$ cat src/rtl/register_writeback_block_if.sv
// Bus bundle between a result producer and register_writeback_block:
// start/load strobes, captured result buses and the register file read-back.
interface register_writeback_block_if #(
    parameter int DATA_WIDTH      = 4,
    parameter int REGS            = 64,
    parameter int OUTPUTS         = 4,
    parameter int OUTPUTS_PER_BUS = 4
);
    localparam int BUS_W   = DATA_WIDTH * OUTPUTS_PER_BUS;
    localparam int ADDR_W  = $clog2(REGS);
    localparam int FIELD_W = ADDR_W + 1;
    localparam int NIBBLES = OUTPUTS * OUTPUTS_PER_BUS;

    logic                         wStart;
    logic [BUS_W-1:0]             r0;
    logic [BUS_W-1:0]             r1;
    logic [BUS_W-1:0]             r2;
    logic [BUS_W-1:0]             r3;
    logic [FIELD_W*NIBBLES-1:0]   wDest;
    logic                         wLoad;
    logic [ADDR_W-1:0]            wLoadAddr;
    logic [DATA_WIDTH-1:0]        wLoadData;
    logic [DATA_WIDTH*REGS-1:0]   wRegs;
    logic                         wBusy;
    logic                         wDone;

    modport master (
        output wStart, r0, r1, r2, r3, wDest, wLoad, wLoadAddr, wLoadData,
        input  wRegs, wBusy, wDone
    );

    modport slave (
        input  wStart, r0, r1, r2, r3, wDest, wLoad, wLoadAddr, wLoadData,
        output wRegs, wBusy, wDone
    );
endinterface

$ cat src/rtl/register_writeback_block.sv
// Nibble register file with a 4-bus writeback sequencer (one bus per cycle)
// and a host direct-write port that is only honoured while idle.
module register_writeback_block #(
    parameter int DATA_WIDTH      = 4,
    parameter int REGS            = 64,
    parameter int OUTPUTS         = 4,
    parameter int OUTPUTS_PER_BUS = 4
) (
    input  logic                          clk,
    input  logic                          reset,
    register_writeback_block_if.slave     bus
);
    localparam int BUS_W   = DATA_WIDTH * OUTPUTS_PER_BUS;
    localparam int ADDR_W  = $clog2(REGS);
    localparam int FIELD_W = ADDR_W + 1;
    localparam int NIBBLES = OUTPUTS * OUTPUTS_PER_BUS;
    localparam int CNT_W   = $clog2(OUTPUTS);
    localparam int SEL_W   = $clog2(OUTPUTS_PER_BUS);

    typedef enum logic [1:0] {
        IDLE  = 2'd0,
        WRITE = 2'd1,
        DONE  = 2'd2
    } wbState;

    wbState                 state;
    wbState                 stateNext;
    logic [CNT_W-1:0]       cnt;
    logic [CNT_W-1:0]       cntNext;
    logic                   busyR;
    logic                   busyNext;
    logic                   doneR;
    logic                   doneNext;
    logic                   startAccept;
    logic                   loadAccept;

    logic [BUS_W-1:0]       busIn   [OUTPUTS];
    logic [DATA_WIDTH-1:0]  capNib  [OUTPUTS][OUTPUTS_PER_BUS];
    logic [FIELD_W-1:0]     capDest [NIBBLES];
    logic [DATA_WIDTH-1:0]  regs    [REGS];

    // Present the four named result buses as an indexable array.
    always_comb begin
        busIn[0] = bus.r0;
        busIn[1] = bus.r1;
        busIn[2] = bus.r2;
        busIn[3] = bus.r3;
    end

    // State, bus counter and registered status outputs.
    always_ff @(posedge clk) begin
        if (reset) begin
            state <= IDLE;
            cnt   <= {CNT_W{1'b0}};
            busyR <= 1'b0;
            doneR <= 1'b0;
        end else begin
            state <= stateNext;
            cnt   <= cntNext;
            busyR <= busyNext;
            doneR <= doneNext;
        end
    end

    // Next-state logic; start wins over a same-cycle host load.
    always_comb begin
        stateNext   = state;
        cntNext     = cnt;
        busyNext    = busyR;
        doneNext    = 1'b0;
        startAccept = 1'b0;
        loadAccept  = 1'b0;
        case (state)
            IDLE: begin
                busyNext = 1'b0;
                if (bus.wStart) begin
                    stateNext   = WRITE;
                    cntNext     = {CNT_W{1'b0}};
                    busyNext    = 1'b1;
                    startAccept = 1'b1;
                end else if (bus.wLoad) begin
                    loadAccept = 1'b1;
                end else begin
                    loadAccept = 1'b0;
                end
            end
            WRITE: begin
                busyNext = 1'b1;
                if (cnt == CNT_W'(OUTPUTS - 1)) begin
                    stateNext = DONE;
                    cntNext   = {CNT_W{1'b0}};
                    doneNext  = 1'b1;
                end else begin
                    cntNext = cnt + CNT_W'(1);
                end
            end
            DONE: begin
                stateNext = IDLE;
                busyNext  = 1'b0;
                doneNext  = 1'b0;
            end
            default: begin
                stateNext = IDLE;
                cntNext   = {CNT_W{1'b0}};
                busyNext  = 1'b0;
                doneNext  = 1'b0;
            end
        endcase
    end

    // Shadow copies of the result buses and destination map, taken on start.
    always_ff @(posedge clk) begin
        if (reset) begin
            for (int k = 0; k < OUTPUTS; k++) begin
                for (int j = 0; j < OUTPUTS_PER_BUS; j++) begin
                    capNib[k][j] <= {DATA_WIDTH{1'b0}};
                end
            end
            for (int i = 0; i < NIBBLES; i++) begin
                capDest[i] <= {FIELD_W{1'b0}};
            end
        end else if (startAccept) begin
            for (int k = 0; k < OUTPUTS; k++) begin
                for (int j = 0; j < OUTPUTS_PER_BUS; j++) begin
                    capNib[k][j] <= busIn[k][DATA_WIDTH*j +: DATA_WIDTH];
                end
            end
            for (int i = 0; i < NIBBLES; i++) begin
                capDest[i] <= bus.wDest[FIELD_W*i +: FIELD_W];
            end
        end
    end

    // Register file; within a bus the later (higher j) non-blocking write wins.
    always_ff @(posedge clk) begin
        if (reset) begin
            for (int n = 0; n < REGS; n++) begin
                regs[n] <= {DATA_WIDTH{1'b0}};
            end
        end else if (state == WRITE) begin
            for (int j = 0; j < OUTPUTS_PER_BUS; j++) begin
                if (capDest[{cnt, SEL_W'(j)}][0]) begin
                    regs[capDest[{cnt, SEL_W'(j)}][FIELD_W-1:1]] <= capNib[cnt][SEL_W'(j)];
                end
            end
        end else if (loadAccept) begin
            regs[bus.wLoadAddr] <= bus.wLoadData;
        end
    end

    // Flatten the register array onto the read-back bus.
    always_comb begin
        bus.wRegs = {(DATA_WIDTH*REGS){1'b0}};
        for (int n = 0; n < REGS; n++) begin
            bus.wRegs[DATA_WIDTH*n +: DATA_WIDTH] = regs[n];
        end
    end

    assign bus.wBusy = busyR;
    assign bus.wDone = doneR;
endmodule

$ cat src/flat_wrapper.sv
// flat-port wrapper written by rule: the top's interface ports become plain ports
module register_writeback_block_flat 
#(
    parameter int DATA_WIDTH      = 4,
    parameter int REGS            = 64,
    parameter int OUTPUTS         = 4,
    parameter int OUTPUTS_PER_BUS = 4
)
  (clk, reset, bus_wStart, bus_r0, bus_r1, bus_r2, bus_r3, bus_wDest, bus_wLoad, bus_wLoadAddr, bus_wLoadData, bus_wRegs, bus_wBusy, bus_wDone);
  register_writeback_block_if #(.DATA_WIDTH(DATA_WIDTH), .REGS(REGS), .OUTPUTS(OUTPUTS), .OUTPUTS_PER_BUS(OUTPUTS_PER_BUS)) bus_i ();
  input  logic clk;
  input  logic reset;
  input wire logic [$bits(bus_i.wStart)-1:0] bus_wStart;
  input wire logic [$bits(bus_i.r0)-1:0] bus_r0;
  input wire logic [$bits(bus_i.r1)-1:0] bus_r1;
  input wire logic [$bits(bus_i.r2)-1:0] bus_r2;
  input wire logic [$bits(bus_i.r3)-1:0] bus_r3;
  input wire logic [$bits(bus_i.wDest)-1:0] bus_wDest;
  input wire logic [$bits(bus_i.wLoad)-1:0] bus_wLoad;
  input wire logic [$bits(bus_i.wLoadAddr)-1:0] bus_wLoadAddr;
  input wire logic [$bits(bus_i.wLoadData)-1:0] bus_wLoadData;
  output wire logic [$bits(bus_i.wRegs)-1:0] bus_wRegs;
  output wire logic [$bits(bus_i.wBusy)-1:0] bus_wBusy;
  output wire logic [$bits(bus_i.wDone)-1:0] bus_wDone;
  assign bus_i.wStart = bus_wStart;
  assign bus_i.r0 = bus_r0;
  assign bus_i.r1 = bus_r1;
  assign bus_i.r2 = bus_r2;
  assign bus_i.r3 = bus_r3;
  assign bus_i.wDest = bus_wDest;
  assign bus_i.wLoad = bus_wLoad;
  assign bus_i.wLoadAddr = bus_wLoadAddr;
  assign bus_i.wLoadData = bus_wLoadData;
  assign bus_wRegs = bus_i.wRegs;
  assign bus_wBusy = bus_i.wBusy;
  assign bus_wDone = bus_i.wDone;
  register_writeback_block #(.DATA_WIDTH(DATA_WIDTH), .REGS(REGS), .OUTPUTS(OUTPUTS), .OUTPUTS_PER_BUS(OUTPUTS_PER_BUS)) u_core (.clk(clk), .reset(reset), .bus(bus_i));
endmodule
$ cat config.mk
export PLATFORM = sky130hd
export DESIGN_NAME = register_writeback_block_flat
export DESIGN_NICKNAME = d
export VERILOG_FILES = /design/src/rtl/register_writeback_block_if.sv /design/src/rtl/register_writeback_block.sv /design/src/flat_wrapper.sv
export SDC_FILE = /design/constraint.sdc
export NUM_CORES = 1
export LEC_CHECK = 0
export BUFFER_PORTS_ARGS = -buffer_cell sky130_fd_sc_hd__buf_2
export CAP_MARGIN = 0
export CORE_UTILIZATION = 54
export DETAILED_ROUTE_END_ITERATION = 7
export GPL_TIMING_DRIVEN = 0
export MAX_ROUTING_LAYER = met4
export PLACE_DENSITY_LB_ADDON = 0.12
export RECOVER_POWER = 25
export SLEW_MARGIN = 10
export SYNTH_ARGS = -nofsm -noshare
export SYNTH_HDL_FRONTEND = slang
export SYNTH_SLANG_ARGS = --single-unit
$ cat constraint.sdc
create_clock -name clk -period 4.18 [get_ports clk]
set_input_delay 0.418 -clock clk [delete_from_list [all_inputs] [get_ports clk]]
set_output_delay 0.418 -clock clk [all_outputs]
set_load 0.03 [all_outputs]
==> results of run 1 <==
layer usage:
layer	wire length, um	track usage
met1	20930	0.4543
met2	25260	0.5172
met3	7823	0.09105
met4	2970	0.1708
met5	0	-
synth_stat cells (4+ instances only):
| cell type | count | area, um^2 |
|---|---|---|
| o21a_1 | 4 | 30.03 |
| mux2_2 | 4 | 45.04 |
| nor4_4 | 5 | 106.4 |
| buf_2 | 38 | 190.2 |
| nor2_1 | 22 | 82.58 |
| or3b_1 | 6 | 52.55 |
| mux4_2 | 18 | 405.4 |
| nand3_1 | 85 | 425.4 |
| mux2i_1 | 4 | 40.04 |
| nor3b_1 | 6 | 45.04 |
| and2_1 | 82 | 513.0 |
| a41o_1 | 10 | 100.1 |
| a211o_1 | 30 | 262.8 |
| nor3_2 | 12 | 120.1 |
| o211ai_1 | 6 | 45.04 |
| nand3b_1 | 5 | 37.54 |
| edfxtp_1 | 344 | 10330 |
| o22ai_1 | 54 | 337.8 |
| inv_1 | 6 | 22.52 |
| o21ai_0 | 73 | 365.4 |
| o31ai_1 | 130 | 975.9 |
| buf_4 | 9 | 67.56 |
| or3_1 | 9 | 56.30 |
| buf_6 | 4 | 45.04 |
| nor2b_1 | 14 | 87.58 |
| nor3_4 | 15 | 244.0 |
| o32ai_1 | 5 | 43.79 |
| nand4_1 | 59 | 369.1 |
| clkbuf_1 | 77 | 289.0 |
| nand2b_1 | 6 | 37.54 |
| o32ai_2 | 5 | 81.33 |
| nand2_1 | 257 | 964.7 |
| dfxtp_1 | 8 | 160.2 |
flip-flops by register name (all words and copies together) (netlist names), named ones only:
signal	cells
u_core.bus.wBusy	1
u_core.bus.wDone	1
u_core.capDest	56
u_core.capNib	32
u_core.cnt	2
u_core.regs	256
u_core.state	2
critical path, stage by stage, from the launching register on:
cell and delay [ns]:
dfxtp_1 0.41, buf_6 0.22, mux4_2 0.63, nand2b_1 0.19
o21ai_1 0.49, nand2_1 0.45, clkbuf_1 0.42, o211ai_1 0.49
metrics by stage:
step	hold WS, ns	std cells	worst slack [ns]	instance area, um^2	TNS (ns)
floorplan	0.4810	1465	0.8664	17430	0
global placement	0.5165	2226	-0.4888	19730	-42.73
detailed placement	0.5554	2229	0.4276	19790	0
CTS	0.1528	2296	0.5982	20970	0
global route	0.1612	2307	0.3663	20720	0
finish	0.1671	2308	0.5314	20720	0
cell families (layout without fill, tap and decap cells):
logic type / count (synthesis) / in the layout / synth area share
AND/OR/NAND/NOR: 609 / 609 / 0.1923
AO/OA/AOI/OAI: 340 / 340 / 0.1410
multiplexers: 26 / 26 / 0.02814
adder cells (fa/ha/maj): 1 / 1 / 0.0007178
buffers and inverters: 137 / 566 / 0.03597
other: 0 / 12 / 0
flip-flops: 352 / 352 / 0.6019
final timing paths:
check / start / end / depth (start not counted)
hold reg to reg: u_core.cnt[0] / flip-flop / 2
setup reg to reg: flip-flop / u_core.regs[50][3] / 7
setup / recovery: flip-flop / u_core.regs[50][3] / 7
hold / removal: bus_wDest[57] / u_core.capDest[8][1] / 2
area by class of cell:
class                           instances  share of cell area
Clock inverter                         13            0.005072
Sequential cell                       352              0.5063
Inverter                                6            0.001087
Buffer                                131             0.02910
Antenna cell                           12            0.001449
Multi-Input combinational cell        976              0.3057
Tap cell                              402             0.02427
Timing Repair Buffer                  362             0.07518
Clock buffer                           54             0.05187
power groups by stage:
stage / logic (W) / clock network [W] / registers [W]
6_report: 0.00142 / 0.00323 / 0.00412
5_1_grt: 0.00147 / 0.00338 / 0.00413
4_1_cts: 0.00139 / 0.00324 / 0.00412
3_5_place_dp: 0.00139 / 0 / 0.00419
3_3_place_gp: 0.00136 / 0 / 0.00419
2_1_floorplan: 0.000666 / 0 / 0.00437
==> results.toml, run 1 <==
[outcome]
outcome = "finished clean"

[flow_run]
maxCapViolCount = 0

[global_route]
grt_usage = 0.3515
grt_pass1_wl_um = 83030
grt_max_degree = 48
antenna_found_initial = 11
overflow = 0
grt_pass1_vias = 13730

[critical_path]
crit_fanout = 10
crit_arrival_ns = 3.83
r2r_slack_ns = 0.53
crit_path_end_kind = "flip-flop"
startpoint_type = "flip-flop"
worstPathRequired_ns = 4.36
criticalPathCategory = "flip-flop to flip-flop"

[cts]
cts_hold_buffers = 0
cts_tree = "built"
htreeDepth = 2
cts_buffers = 38
cts_resized = 0
clk_latency_ns = 0.53
cts.path.max_buffers = 3
clk_pin_slew_ns = 0.06
clock-sinks = 352
cts_root_buf = "clkbuf_16"
post-cts-setup-buffer-count = 0

[power_and_ir_drop]
power.total_w = 0.008776
power_frac_clock = 0.369
internal-power_w = 0.006276
p_seq_frac = 0.470
irDropWorstVdd_uv = 274.1
switchingPower_w = 0.002500
sw_frac_of_total = 0.2849
leakagePower_nw = 7.380
power.density_nw_per_um2 = 423.5
p_comb_frac = 0.162

[drt]
avgViaCountPerCell = 6.462
wl_per_cell_um = 24.69
ant_nets = 0
wl_um = 56990
drt_iter0_drc = 2291
first_pass_iters = 6
vias = 14920
route.detailed.drc = 0

[worst_hold_path]
hold_class = "input pin to flip-flop"

[sta]
fin_crit_sh = 0.8729
fmax_mhz = 274.1
setup_viol_count_final = 0
max_slew.worst_pin.slew_ns = 1.236
hold_viol_final = 0
grt_setup_unrepaired = "false"
period_needed_ns = 3.649
skew_ns = 0.01581
max_slew_margin = 0.1760
maxSlewViolCount = 0

[final_layout]
fillCellCount = 2550
layout_commonest_cell = "edfxtp_1"
regArea_um2 = 10490
fin_util = 0.6550
drive_above_1_share = 0.1679
layout_common_cells = "344 x edfxtp_1, 311 x clkbuf_1, 256 x nand2_1, 177 x buf_2, 130 x o31ai_1"
area_delta_synth_final_pct = 18.90
multi_input_area_um2 = 6335
fin_nets = 2058

[floorplanning]
die_width_um = 181.7
chipHeight_um = 181.7
start_util = 0.5509
die_area_um2 = 33000
fp.coreArea_um2 = 31640
io_pins = 448
rows = 65

[logic_synthesis]
synth_edf_count = 344
postSynthAreaPerCell_um2 = 11.90
synth_ff_type = "edfxtp_1"
synth_nets = 1656
async_flop_share = 0
synth_cell_types = 65
syn_area_um2 = 17430
ys_ff_latch = 352
ys_seq_area_frac = 0.6019
syn_inst = 1465
yosysWarnings = 0

[place]
portBuffers = 359
dp_hpwl_um = 41360
gp_congestion = 0.9993
No activity file was read; power rests on OpenSTA's default activity.
==> run 2: changes to the inputs <==
--- a/config.mk
+++ b/config.mk
@@ -7,7 +7,7 @@
 export LEC_CHECK = 0
 export BUFFER_PORTS_ARGS = -buffer_cell sky130_fd_sc_hd__buf_2
 export CAP_MARGIN = 0
-export CORE_UTILIZATION = 54
+export CORE_UTILIZATION = 50
 export DETAILED_ROUTE_END_ITERATION = 7
 export GPL_TIMING_DRIVEN = 0
 export MAX_ROUTING_LAYER = met4
==> results.toml, run 2 (synthesis results as in run 1) <==
[outcome]
outcome = "finished clean"

[place]
placed_area_um2 = 19860
dp_hpwl_um = 41930
gp_congestion = 0.9422
dp_slack_ns = 0.4257
portBuffers = 359

[floorplanning]
rows = 68
die_width_um = 188.7
fp.coreArea_um2 = 34460
io_pins = 448
chipHeight_um = 188.7
start_util = 0.5058
die_area_um2 = 35610

[worst_hold_path]
hold_class = "input pin to flip-flop"
hold_depth = 2

[flow_run]
maxCapViolCount = 0

[final_layout]
drive_above_1_share = 0.1719
fillCellCount = 2966
stdcell_area_um2 = 20840
area_delta_synth_final_pct = 19.59
multi_input_area_um2 = 6335
layout_commonest_cell = "edfxtp_1"
layout_common_cells = "344 x edfxtp_1, 307 x clkbuf_1, 256 x nand2_1, 177 x buf_2, 130 x o31ai_1"
reg.largest.list = "u_core.regs: 256 flops, u_core.capDest: 56 flops, u_core.capNib: 32 flops"
regMostFlops = "u_core.regs"
fin_nets = 2059
largest_register_ffs = 256
fin_util = 0.6049
regArea_um2 = 10490

[drt]
wl_um = 57860
wl_per_cell_um = 24.51
avgViaCountPerCell = 6.216
route.detailed.drc = 0
drt_iter0_drc = 2052
vias = 14680
ant_nets = 0
first_pass_iters = 6

[cts]
post-cts-setup-buffer-count = 0
clk_latency_ns = 0.52
htreeDepth = 2
cts_tree = "built"
clock-sinks = 352
clk_pin_slew_ns = 0.06
cts_buffers = 39
cts_hold_buffers = 0
cts.path.max_buffers = 3
cts_resized = 0
cts_root_buf = "clkbuf_16"

[sta]
fmax_mhz = 262.2
maxSlewViolCount = 0
fin_crit_sh = 0.9125
setup_viol_count_final = 0
hold_viol_final = 0
period_needed_ns = 3.814
setup-tns-final_ns = 0
skew_ns = 0.01402
max_slew.worst_pin.slew_ns = 1.297
worst_slack_ns = 0.3656
grt_setup_unrepaired = "false"
max_slew_margin = 0.1352

[power_and_ir_drop]
leakagePower_nw = 7.416
internal-power_w = 0.006348
power_frac_clock = 0.376
switchingPower_w = 0.002548
irDropWorstVdd_uv = 290.1
p_seq_frac = 0.463
power.density_nw_per_um2 = 426.8
p_comb_frac = 0.161
sw_frac_of_total = 0.2864

[critical_path]
crit_end = "u_core.regs[50][1]"
criticalPathCategory = "flip-flop to flip-flop"
crit_arrival_ns = 3.98
r2r_slack_ns = 0.37
crit_path_end_kind = "flip-flop"
reg2regPathDepth = 7
startpoint_type = "flip-flop"
crit_fanout = 10
reg2reg_to = "u_core.regs[50][1]"
worstPathRequired_ns = 4.34

[global_route]
grt_use_met3 = 0.08232
grt_usage = 0.3255
overflow = 0
met1_usage = 0.4287
grt_pass1_vias = 13290
grt_max_degree = 46
antenna_found_initial = 10
grt_pass1_wl_um = 82650
grt_use_met2 = 0.4866
busiest_layer = "met2"
## run 2: cell count changes in the layout (fill, tap and decap cells not counted), sizes merged
cell	previous run	this run
bufinv	2	3
clkinvlp	0	1
clkinv	11	15
inv	6	7
clkbuf	353	349
diode	12	9
## run 2: power by group through the flow
stage          combinational, W  sequential [W]  clock [W]
6_report                0.00143         0.00412    0.00335
3_3_place_gp            0.00138         0.00419          0
2_1_floorplan          0.000666         0.00437          0
5_1_grt                 0.00148         0.00413    0.00349
3_5_place_dp            0.00140         0.00419          0
4_1_cts                 0.00141         0.00412    0.00337
## run 2: how the worst min path moves through the flow
stage                      endpoint           from
6_report       u_core.capDest[5][0]  bus_wDest[35]
5_1_grt        u_core.capDest[8][1]  bus_wDest[57]
4_1_cts        u_core.capNib[3][11]      bus_r3[7]
3_5_place_dp              flip-flop  u_core.cnt[0]
3_3_place_gp          u_core.cnt[1]  u_core.cnt[1]
2_1_floorplan             flip-flop  u_core.cnt[1]
## run 2: area by class of cell
cell class              instances  share of cell area
diodes                          9            0.001081
plain buffers                 131             0.02894
clock buffers                  50             0.05085
clock inverters                20            0.008404
inverters                       6            0.001081
multi-input cells             976              0.3039
flip-flops and latches        352              0.5033
well taps                     455             0.02731
repair buffers                362             0.07510
## run 2: worst max-delay path, stage by stage, from the launching register on
cell and delay [ns]:
dfxtp_1 0.42, buf_6 0.22, mux4_2 0.63, nand2b_1 0.19, o21ai_1 0.58, nand2_1 0.46
clkbuf_1 0.42, o211ai_1 0.53
## run 2: per-layer routing
metal  wire, um  part of all wire
met5          0                 0
met4       2255             0.039
met3       7229              0.12
met2      25940              0.45
met1      22440              0.39
## run 2: metrics by stage
stage	power (W)	hold WS [ns]	std cells
after floorplan	0.005033	0.4810	1465
after global placement	0.005569	0.5199	2279
after detailed placement	0.005595	0.5610	2282
after CTS	0.008894	0.1563	2352
after global routing	0.009103	0.1649	2361
final	0.008896	0.1699	2361
==> run 3: changes to the inputs <==
--- a/config.mk
+++ b/config.mk
@@ -7,6 +7,7 @@
 export LEC_CHECK = 0
 export BUFFER_PORTS_ARGS = -buffer_cell sky130_fd_sc_hd__buf_2
 export CAP_MARGIN = 0
+export CORE_ASPECT_RATIO = 0.8
 export CORE_UTILIZATION = 50
 export DETAILED_ROUTE_END_ITERATION = 7
 export GPL_TIMING_DRIVEN = 0
==> results.toml, run 3 (synthesis results as in run 1) <==
[critical_path]
worstPathRequired_ns = 4.37
criticalPathCategory = "flip-flop to flip-flop"
crit_path_end_kind = "flip-flop"
crit_arrival_ns = 4.08
cp_cell_sequence = "buf_6, mux4_2, nand2b_1, o21ai_1, nand2_1, clkbuf_1, o211ai_1"
slowest_stage = "mux4_2"
crit_family = "compound AO/OA/AOI/OAI gates"
startpoint_type = "flip-flop"
crit_fanout = 10
path_buf_inv = 2
slowest_delay_ns = 0.63

[worst_hold_path]
hold_class = "input pin to flip-flop"

[floorplanning]
rows = 60
die_width_um = 210.7
chipHeight_um = 169.0
die_area_um2 = 35610
start_util = 0.5136
fp.coreArea_um2 = 33930
io_pins = 448

[sta]
hold_ws_ns = 0.1638
skew_ns = 0.01902
maxSlewViolCount = 0
max_slew.worst_pin.slew_ns = 1.186
fmax_mhz = 257.0
period_needed_ns = 3.892
max_slew_margin = 0.2096
setup_viol_count_final = 0
fin_crit_sh = 0.9310
grt_setup_unrepaired = "false"
hold_viol_final = 0

[cts]
htreeDepth = 2
clk_pin_slew_ns = 0.07
clk_latency_ns = 0.54
clock-sinks = 352
cts_resized = 0
cts.path.max_buffers = 3
post-cts-setup-buffer-count = 0
cts_tree = "built"
cts_root_buf = "clkbuf_16"
cts_hold_buffers = 0
cts_buffers = 36

[drt]
wl_per_cell_um = 25.08
avgViaCountPerCell = 6.317
wl_um = 59320
drt_iter0_drc = 2187
ant_nets = 0
first_pass_iters = 6
vias = 14940
route.detailed.drc = 0

[final_layout]
regMostFlops = "u_core.regs"
layout_common_cells = "344 x edfxtp_1, 310 x clkbuf_1, 256 x nand2_1, 177 x buf_2, 130 x o31ai_1"
reg.largest.list = "u_core.regs: 256 flops, u_core.capDest: 56 flops, u_core.capNib: 32 flops"
drive_above_1_share = 0.1682
fin_nets = 2056
fin_cells = 2365
layout_commonest_cell = "edfxtp_1"
area_delta_synth_final_pct = 19.26
largest_register_ffs = 256
fillCellCount = 2944

[power_and_ir_drop]
power_frac_clock = 0.370
p_comb_frac = 0.163
power.density_nw_per_um2 = 424.0
sw_frac_of_total = 0.2847
p_seq_frac = 0.467
internal-power_w = 0.006303
irDropWorstVdd_uv = 246.9
leakagePower_nw = 7.375
switchingPower_w = 0.002509
power.total_w = 0.008812

[place]
dp_hpwl_um = 43910
gp_congestion = 0.9734
placed_cells = 2292
portBuffers = 359

[global_route]
overflow = 0
antenna_found_initial = 9
grt_usage = 0.3360
grt_pass1_wl_um = 85400
grt_pass1_vias = 13770
grt_max_degree = 52

[flow_run]
maxCapViolCount = 0

[outcome]
outcome = "finished clean"
[run 3: changes by cell type in the layout (fill, tap and decap cells not counted)]
cell	change
buf_12	-1
buf_16	+1
buf_4	+1
buf_6	-2
bufinv_16	+2
clkbuf_1	+3
clkbuf_16	-4
clkinv_1	-1
clkinv_2	-4
clkinv_4	+1
clkinvlp_4	-1
inv_8	-1
[run 3: path summary, 6_finish.rpt]
| path | cells after the start | to | slack (ns) | startpoint |
|---|---|---|---|---|
| min reg2reg | 2 | u_core.cnt[1] | 0.55 | u_core.cnt[1] |
| min | 2 | u_core.capNib[1][13] | 0.16 | bus_r1[1] |
| max | 7 | u_core.regs[50][1] | 0.29 | flip-flop |
| max reg2reg | 7 | u_core.regs[50][1] | 0.29 | flip-flop |
[run 3: area by class of cell]
type / count / area [um^2] / share of cell area
repair buffers: 362 / 1565 / 0.07531
well taps: 465 / 581.8 / 0.02799
clock buffers: 48 / 967.2 / 0.04653
inverters: 6 / 22.52 / 0.001084
plain buffers: 131 / 599.3 / 0.02883
flip-flops and latches: 352 / 10490 / 0.5047
multi-input cells: 976 / 6335 / 0.3048
clock inverters: 16 / 201.4 / 0.009692
diodes: 9 / 22.52 / 0.001084
[run 3: power by group through the flow]
stage | Sequential (W) | Clock, W | Combinational [W]
4_1_cts | 0.00411 | 0.00327 | 0.00141
5_1_grt | 0.00413 | 0.00340 | 0.00148
2_1_floorplan | 0.00437 | 0 | 0.000666
3_3_place_gp | 0.00419 | 0 | 0.00138
3_5_place_dp | 0.00419 | 0 | 0.00141
6_report | 0.00412 | 0.00326 | 0.00143
[run 3: layer usage]
layer / track usage / share of wire
met1: 0.4573 / 0.39
met5: - / 0
met3: 0.08497 / 0.14
met4: 0.1358 / 0.042
met2: 0.4820 / 0.43
[run 3: metrics by stage]
stage               TNS [ns]  instance area (um^2)  utilization  setup WS (ns)
floorplan                  0                 17430            -         0.8664
global placement      -45.60                 19810       0.5837        -0.5208
detailed placement         0                 19870       0.5857         0.3461
CTS                        0                 21040       0.6201         0.3802
global route               0                 20780       0.6125         0.1417
finish                     0                 20780       0.6125         0.2885
